$ cat src/rtl/cm_pack.sv
// Saber ciphertext cm stage: rounds each v' coefficient against its message bit
// to 4 bits and packs sixteen 4-bit results into each 64-bit output word.
module cm_pack #(
    parameter logic [9:0] H1          = 10'd4,
    parameter int         NUM_V_WORDS = 64
) (
    input  logic        clk,
    input  logic        rst,
    input  logic        start,
    output logic        read_base_sel,
    output logic [8:0]  read_address,
    input  logic [63:0] read_data,
    output logic [8:0]  write_address,
    output logic [63:0] write_data,
    output logic        write_en,
    output logic        done
);

    localparam logic [6:0] LAST_V_IDX = 7'(NUM_V_WORDS);

    typedef enum logic [2:0] {
        S_IDLE,
        S_M_ADDR,
        S_M_LOAD,
        S_V_ADDR,
        S_V_LOAD,
        S_CALC,
        S_STORE,
        S_DONE
    } state_t;

    state_t      state;
    state_t      state_n;
    logic [6:0]  v_idx;
    logic [63:0] m_buf;
    logic [63:0] v_buf;
    logic [63:0] cm_buf;
    logic [8:0]  wr_addr;

    // t = v + h1 - (m << 9) wraps in 10 bits; the top nibble is the rounded value.
    function automatic logic [3:0] lane_cm(input logic [9:0] v, input logic m);
        logic [9:0] t;
        t = v + H1 - {m, 9'd0};
        return t[9:6];
    endfunction

    // Memory read port: the address is held for the *_ADDR cycle and the
    // following *_LOAD cycle, where the one-cycle-latency data is captured.
    always_comb begin
        state_n       = state;
        read_base_sel = 1'b0;
        read_address  = '0;
        write_en      = 1'b0;
        done          = 1'b0;
        case (state)
            S_IDLE: begin
                if (start) state_n = S_M_ADDR;
            end
            S_M_ADDR: begin
                read_base_sel = 1'b1;
                read_address  = {7'd0, v_idx[5:4]};
                state_n       = S_M_LOAD;
            end
            S_M_LOAD: begin
                read_base_sel = 1'b1;
                read_address  = {7'd0, v_idx[5:4]};
                state_n       = S_V_ADDR;
            end
            S_V_ADDR: begin
                read_address = {3'd0, v_idx[5:0]};
                state_n      = S_V_LOAD;
            end
            S_V_LOAD: begin
                read_address = {3'd0, v_idx[5:0]};
                state_n      = S_CALC;
            end
            S_CALC: begin
                if (v_idx[1:0] == 2'd0) state_n = S_STORE;
                else                    state_n = S_V_ADDR;
            end
            S_STORE: begin
                write_en = 1'b1;
                if (v_idx == LAST_V_IDX)     state_n = S_DONE;
                else if (v_idx[3:0] == 4'd0) state_n = S_M_ADDR;
                else                         state_n = S_V_ADDR;
            end
            S_DONE: begin
                done = 1'b1;
                if (start) state_n = S_M_ADDR;
            end
            default: state_n = S_IDLE;
        endcase
    end

    always_ff @(posedge clk or posedge rst) begin
        if (rst) begin
            state   <= S_IDLE;
            v_idx   <= '0;
            m_buf   <= '0;
            v_buf   <= '0;
            cm_buf  <= '0;
            wr_addr <= '0;
        end else begin
            state <= state_n;
            case (state)
                S_IDLE, S_DONE: begin
                    if (start) begin
                        v_idx   <= '0;
                        wr_addr <= '0;
                    end
                end
                S_M_LOAD: m_buf <= read_data;
                S_V_LOAD: begin
                    v_buf <= read_data;
                    v_idx <= v_idx + 7'd1;
                end
                S_CALC: begin
                    // Four new nibbles enter at the top so word k ends up with coefficient 16k in bits [3:0].
                    cm_buf <= {lane_cm(v_buf[57:48], m_buf[3]),
                               lane_cm(v_buf[41:32], m_buf[2]),
                               lane_cm(v_buf[25:16], m_buf[1]),
                               lane_cm(v_buf[9:0],   m_buf[0]),
                               cm_buf[63:16]};
                    m_buf  <= m_buf >> 4;
                end
                S_STORE: wr_addr <= wr_addr + 9'd1;
                default: ;
            endcase
        end
    end

    assign write_address = wr_addr;
    assign write_data    = cm_buf;

endmodule

$ cat config.mk
export PLATFORM = sky130hd
export DESIGN_NAME = cm_pack
export DESIGN_NICKNAME = d
export VERILOG_FILES = /design/src/rtl/cm_pack.sv
export SDC_FILE = /design/constraint.sdc
export NUM_CORES = 1
export LEC_CHECK = 0
export ABC_AREA = 0
export ABC_CLOCK_PERIOD_IN_PS = 13900
export CAP_MARGIN = 10
export CORE_AREA = 3 3 155 157
export CTS_CLUSTER_DIAMETER = 30
export DETAILED_ROUTE_END_ITERATION = 8
export DIE_AREA = 0 0 158 160
export PLACE_DENSITY = 0.6
export SETUP_SLACK_MARGIN = 0.2
export SYNTH_ARGS = -nofsm -noshare
export SYNTH_HDL_FRONTEND = slang
export SYNTH_SLANG_ARGS = --single-unit
$ cat constraint.sdc
create_clock -name clk -period 13.9 [get_ports clk]
set_clock_uncertainty 0.1 [all_clocks]
set_input_delay 2.78 -clock clk [delete_from_list [all_inputs] [get_ports clk]]
set_output_delay 2.78 -clock clk [all_outputs]
set_load 0.02 [all_outputs]
### Word-level counts from Yosys, hierarchy flattened

Cells that the tools add are included.

| storage, ports and cells | value |
|---|---|
| output and inout bits | 85 |
| word-level logic and storage cells | 50 |
| bits of input ports | 67 |
| register bits | 205 |

| operators by class | value |
|---|---|
| add/subtract/negate cells | 10 |
| reduce and logical (&&, ||, !) cells | 11 |
| mux-type cells | 14 |
| eq/ne operators | 9 |

Operator list:

| cell | number |
|---|---|
| 64-bit one-hot mux with 2 select lines | 1 |
| 10-bit by 3-bit adder with 10-bit output, second input constant | 4 |
| 10-bit subtractor | 4 |
| 3-bit one-hot mux with 7 select lines | 1 |
| 9-bit one-hot mux with 2 select lines | 1 |
| 7-bit one-hot mux with 2 select lines | 1 |
| 3-bit == test, second input constant | 4 |
| 6-bit one-hot mux with 2 select lines | 1 |
| 9-bit by 1-bit adder with 9-bit output, second input constant | 1 |
| 3-bit 2-to-1 mux | 3 |
| 9-bit 2-to-1 mux | 1 |
| 7-bit by 1-bit adder with 7-bit output, second input constant | 1 |
| 7-bit == test, second input constant | 1 |
| 7-bit 2-to-1 mux | 1 |
| 3-bit by 2-bit == test with 1-bit output, second input constant | 2 |
| 2-bit nonzero test | 3 |
| 2-bit OR reduction | 3 |
| 4-bit zero test | 1 |
| 2-bit AND reduction | 2 |
| 3-bit by 1-bit == test with 1-bit output, second input constant | 1 |
| 3-bit zero test | 1 |
| 1-bit 2-to-1 mux | 3 |
| 2-bit zero test | 1 |
| 2-bit 2-to-1 mux | 1 |
| 2-bit by 1-bit inequality test with 1-bit output, second input constant | 1 |

### Longest topological paths before layout

| logic depth | value |
|---|---|
| depth after elaboration | 4 |
| depth in mapped cells | 8 |
| mapped depth without buffers | 7 |

### Worst setup path before layout

Ideal clock, no wire load.

| timing | value |
|---|---|
| kind | register to output |
| start | reg state[1] |
| end | out read_address[0] |
| arrival | 1,325 ps |
| cell stages (with the launch flop) | 5 |
| setup slack | 9,695 ps |
| data required time | 11,020 ps |
| buffers on the path | 1 |
| path through | dfrtp_1 buf_4 xnor2_1 nor2_1 a22o_1 |

| between the ends | value |
|---|---|
| word-level cells in the longest chain between the ends | 3 |
| elaborated cells between the ends (all ways) | 7 |

Ends and longest elaborated chain:

| what | RTL line | RTL |
|---|---|---|
| start: declaration | 32 | `state_t state;` |
| start signal: assignment | 104 | `state <= state_n;` |
| 3-bit == test (tied with other cells) | 55 | `case (state)` |
| 2-bit OR reduction (no source line) | -- |  |
| 6-bit one-hot mux with 2 select lines (*) | 55 |  |
| end: declaration | 11 | `output logic [8:0] read_address,` |

Mark *: on every way between the ends. The rest lies on a longest branch, timed or not.

### Worst setup path after layout

Same ends and word-level chain as after synthesis.

==> out/results.tsv <==
metric	value	unit
r2r_end	m_buf[36]$_DFFE_PP0P_	
die_h	160	µm
synth_top_family_by_area	multiplexers	
grt_pass1_vias	6234	
place.port_buffers	148	
yosys-top-cells-count	dfrtp_1 (183), nand2_1 (154), o21ai_0 (112)	
setup_violations	0	
tns	0	ns
critPathMaxFanout	18	
cts_hold_buf	0	
max_cap_viol_count	0	
fin_nets	1097	
cts-root-buf	clkbuf_16	
ant_nets	0	
routedWlPerCell	15.0	µm
netlist_instances	865	
drc	0	
final_area	11300	µm²
drtIter0Drc	388	
synthSimpleGateAreaFrac	11.7	%
yosysWarnings	0	
r2r_setup_slack	11.44	ns
p_leak	5.37	nW
fin_crit	5.80	ns
synth_edf_count	0	
max-vdd-ir-drop	0.180	mV
worstPathRequired	11.02	ns
clkSinkCount	183	
place_ws	8.56	ns
yosysMostFrequentCell	dfrtp_1	
worstPathArrival	2.92	ns
post-cts-setup-buffers	0	
placed_area	10700	µm²
min_path_type	flip-flop to flip-flop	
synth_seq_cells	183	
antenna_found_initial	0	
yosys-top-cells-area	dfrtp_1 (50%), mux2i_1 (7.0%), nand2_1 (6.4%)	
die_w	158	µm
status	complete, no violations	
io_pins	152	
synthArstFlopShare	100	%
crit_end	read_address[0]	
startpoint_type	flip-flop	
dp.final_hpwl	13.4	mm
clk_pin_slew_worst_paths	0.07	ns
finalPower	2.73	mW
crit_type	flip-flop to output pin	
synthMuxAreaShare	13.0	%
diodes	0	
grt_use_total	15.6	%
tightest_slew	1.08	ns
initial_core_util	40.2	%
gp_congestion	0.775	
setup.worst_path.start	state[1]$_DFFE_PP0P_	
cts_buffers	17	
fmax	172	MHz
cts_tree	yes	
via_per_inst	4.90	
grt_max_degree	153	
fp-row-count	55	
grt_pass1_wl	31.7	mm
syn_avg_cell_area	10.5	µm²
routed-wl-met2	8.51	mm
yosys.area_share.xor_xnor	2.12	%
synth_compound_area_share	12.2	%
cts-resized-gates	0	
cts.path.max_buffers	2	
route.met3.wl	1.01	mm
finalWorstSetupSlack	8.10	ns
post-route-util	49.7	%
netlist_area	9100	µm²
die-area	25300	µm²
via_count	6313	
drive_above_1_share	9.87	%
yosysSeqAreaShare	50.3	%
yosys.area_share.adder	5.36	%
hold_viol_final	0	
rr_worst_depth	4	
dr.pass1.iters	4	
reg2reg_from	state[2]$_DFFE_PP0P_	
synth_top_area_share	50.3	%
routed.top_layer	met4	
coreArea	22600	µm²
synth_top_area_cell	dfrtp_1	
routed_wl	19.3	mm
nFillCells	2090	
cp-end-kind	output pin	
synth-main-ff-cell	dfrtp_1	
htreeDepth	4	
rsz0062_at_grt	no	
timing.final.crit_share	41.8	%
clock_latency	0.43	ns
m1WireLength	9.59	mm
syn_to_final_growth	23.7	%
slew_violations	0	
ys_types	53	
p_per_area	242	nW/µm²
slew_headroom	28.2	%
grt-ovfl-total	0	
[power breakdown]
part	switching (mW)	internal, mW	leakage (nW)
sequential	0.178	0.774	2.31
combinational	0.688	0.595	2.78
clock	0.221	0.269	0.277
[final cells by class]
| class | instances | area (µm²) | area share (%) |
|---|---|---|---|
| Inverter | 40 | 159 | 1.41 |
| Multi-Input combinational cell | 598 | 4050 | 36.0 |
| Clock buffer | 17 | 425 | 3.78 |
| Clock inverter | 14 | 165 | 1.47 |
| Sequential cell | 183 | 4580 | 40.7 |
| Timing Repair Buffer | 151 | 1520 | 13.5 |
| Tap cell | 285 | 357 | 3.17 |
[worst min path at each step]
stage	startpoint	slack, ns	cells after the start	end
after floorplan	v_idx[6]$_DFFE_PP0P_	0.34	1	v_idx[6]$_DFFE_PP0P_
after global placement	m_buf[56]$_DFFE_PP0P_	0.36	2	m_buf[56]$_DFFE_PP0P_
after detailed placement	write_address[8]$_DFFE_PP0P_	0.37	1	write_address[8]$_DFFE_PP0P_
after CTS	m_buf[56]$_DFFE_PP0P_	0.39	2	m_buf[56]$_DFFE_PP0P_
after global routing	m_buf[23]$_DFFE_PP0P_	0.41	2	m_buf[23]$_DFFE_PP0P_
final	m_buf[30]$_DFFE_PP0P_	0.38	2	m_buf[30]$_DFFE_PP0P_
[critical path: stages, from the launching register on]
cell and delay [ns]:
dfrtp_1 0.58, nand2b_2 0.27, or2_1 0.61, nand2_1 0.26, a22o_1 0.24, clkdlybuf4s50_1 0.53
[metal layers]
metal	up-vias	global-route usage [%]
met1	2944	22.9
met5	-	0
met4	0	4.58
li1	3225	-
met2	131	23.4
met3	13	3.14
[logic make-up (layout without fill, tap and decap cells)]
| family | Yosys count | after routing |
|---|---|---|
| mux | 112 | 112 |
| other cells | 1 | 3 |
| buf+inv | 86 | 222 |
| simple gates | 235 | 235 |
| compound gates | 187 | 187 |
| flops | 183 | 183 |
| fa+ha+maj | 39 | 39 |
| xor+xnor | 22 | 22 |
[cell usage in the layout, fill, tap and decap left out, types with 5 or more instances in the layout]
| cell type | netlist | layout |
|---|---|---|
| ha_1 | 39 | 39 |
| dfrtp_1 | 183 | 183 |
| clkdlybuf4s50_1 | 0 | 148 |
| nand2_1 | 154 | 154 |
| xnor2_1 | 17 | 17 |
| a21oi_1 | 18 | 18 |
| nor3b_1 | 8 | 8 |
| inv_1 | 39 | 38 |
| a211oi_1 | 5 | 5 |
| nor2_1 | 20 | 20 |
| a31oi_1 | 10 | 10 |
| mux2i_1 | 64 | 64 |
| xor2_1 | 5 | 5 |
| o21ai_1 | 17 | 17 |
| nand3_1 | 13 | 13 |
| or3_1 | 5 | 5 |
| a21o_1 | 6 | 6 |
| o21ai_0 | 112 | 112 |
| mux2_2 | 48 | 48 |
| clkbuf_16 | 0 | 17 |
[registers in the layout, summed over array words and instances, names as in the netlist]
| register | cells |
|---|---|
| m_buf | 64 |
| write_data | 64 |
| v_buf | 36 |
| write_address | 9 |
| v_idx | 7 |
| state | 3 |
[per-stage QoR]
| stage | hold slack, ns | std cells |
|---|---|---|
| 6_report | 0.377 | 1288 |
| 5_1_grt | 0.406 | 1288 |
| 3_3_place_gp | 0.361 | 1257 |
| 2_1_floorplan | 0.338 | 867 |
| 4_1_cts | 0.386 | 1288 |
| 3_5_place_dp | 0.369 | 1257 |
Note: power is estimated with default switching activity, not from simulation.
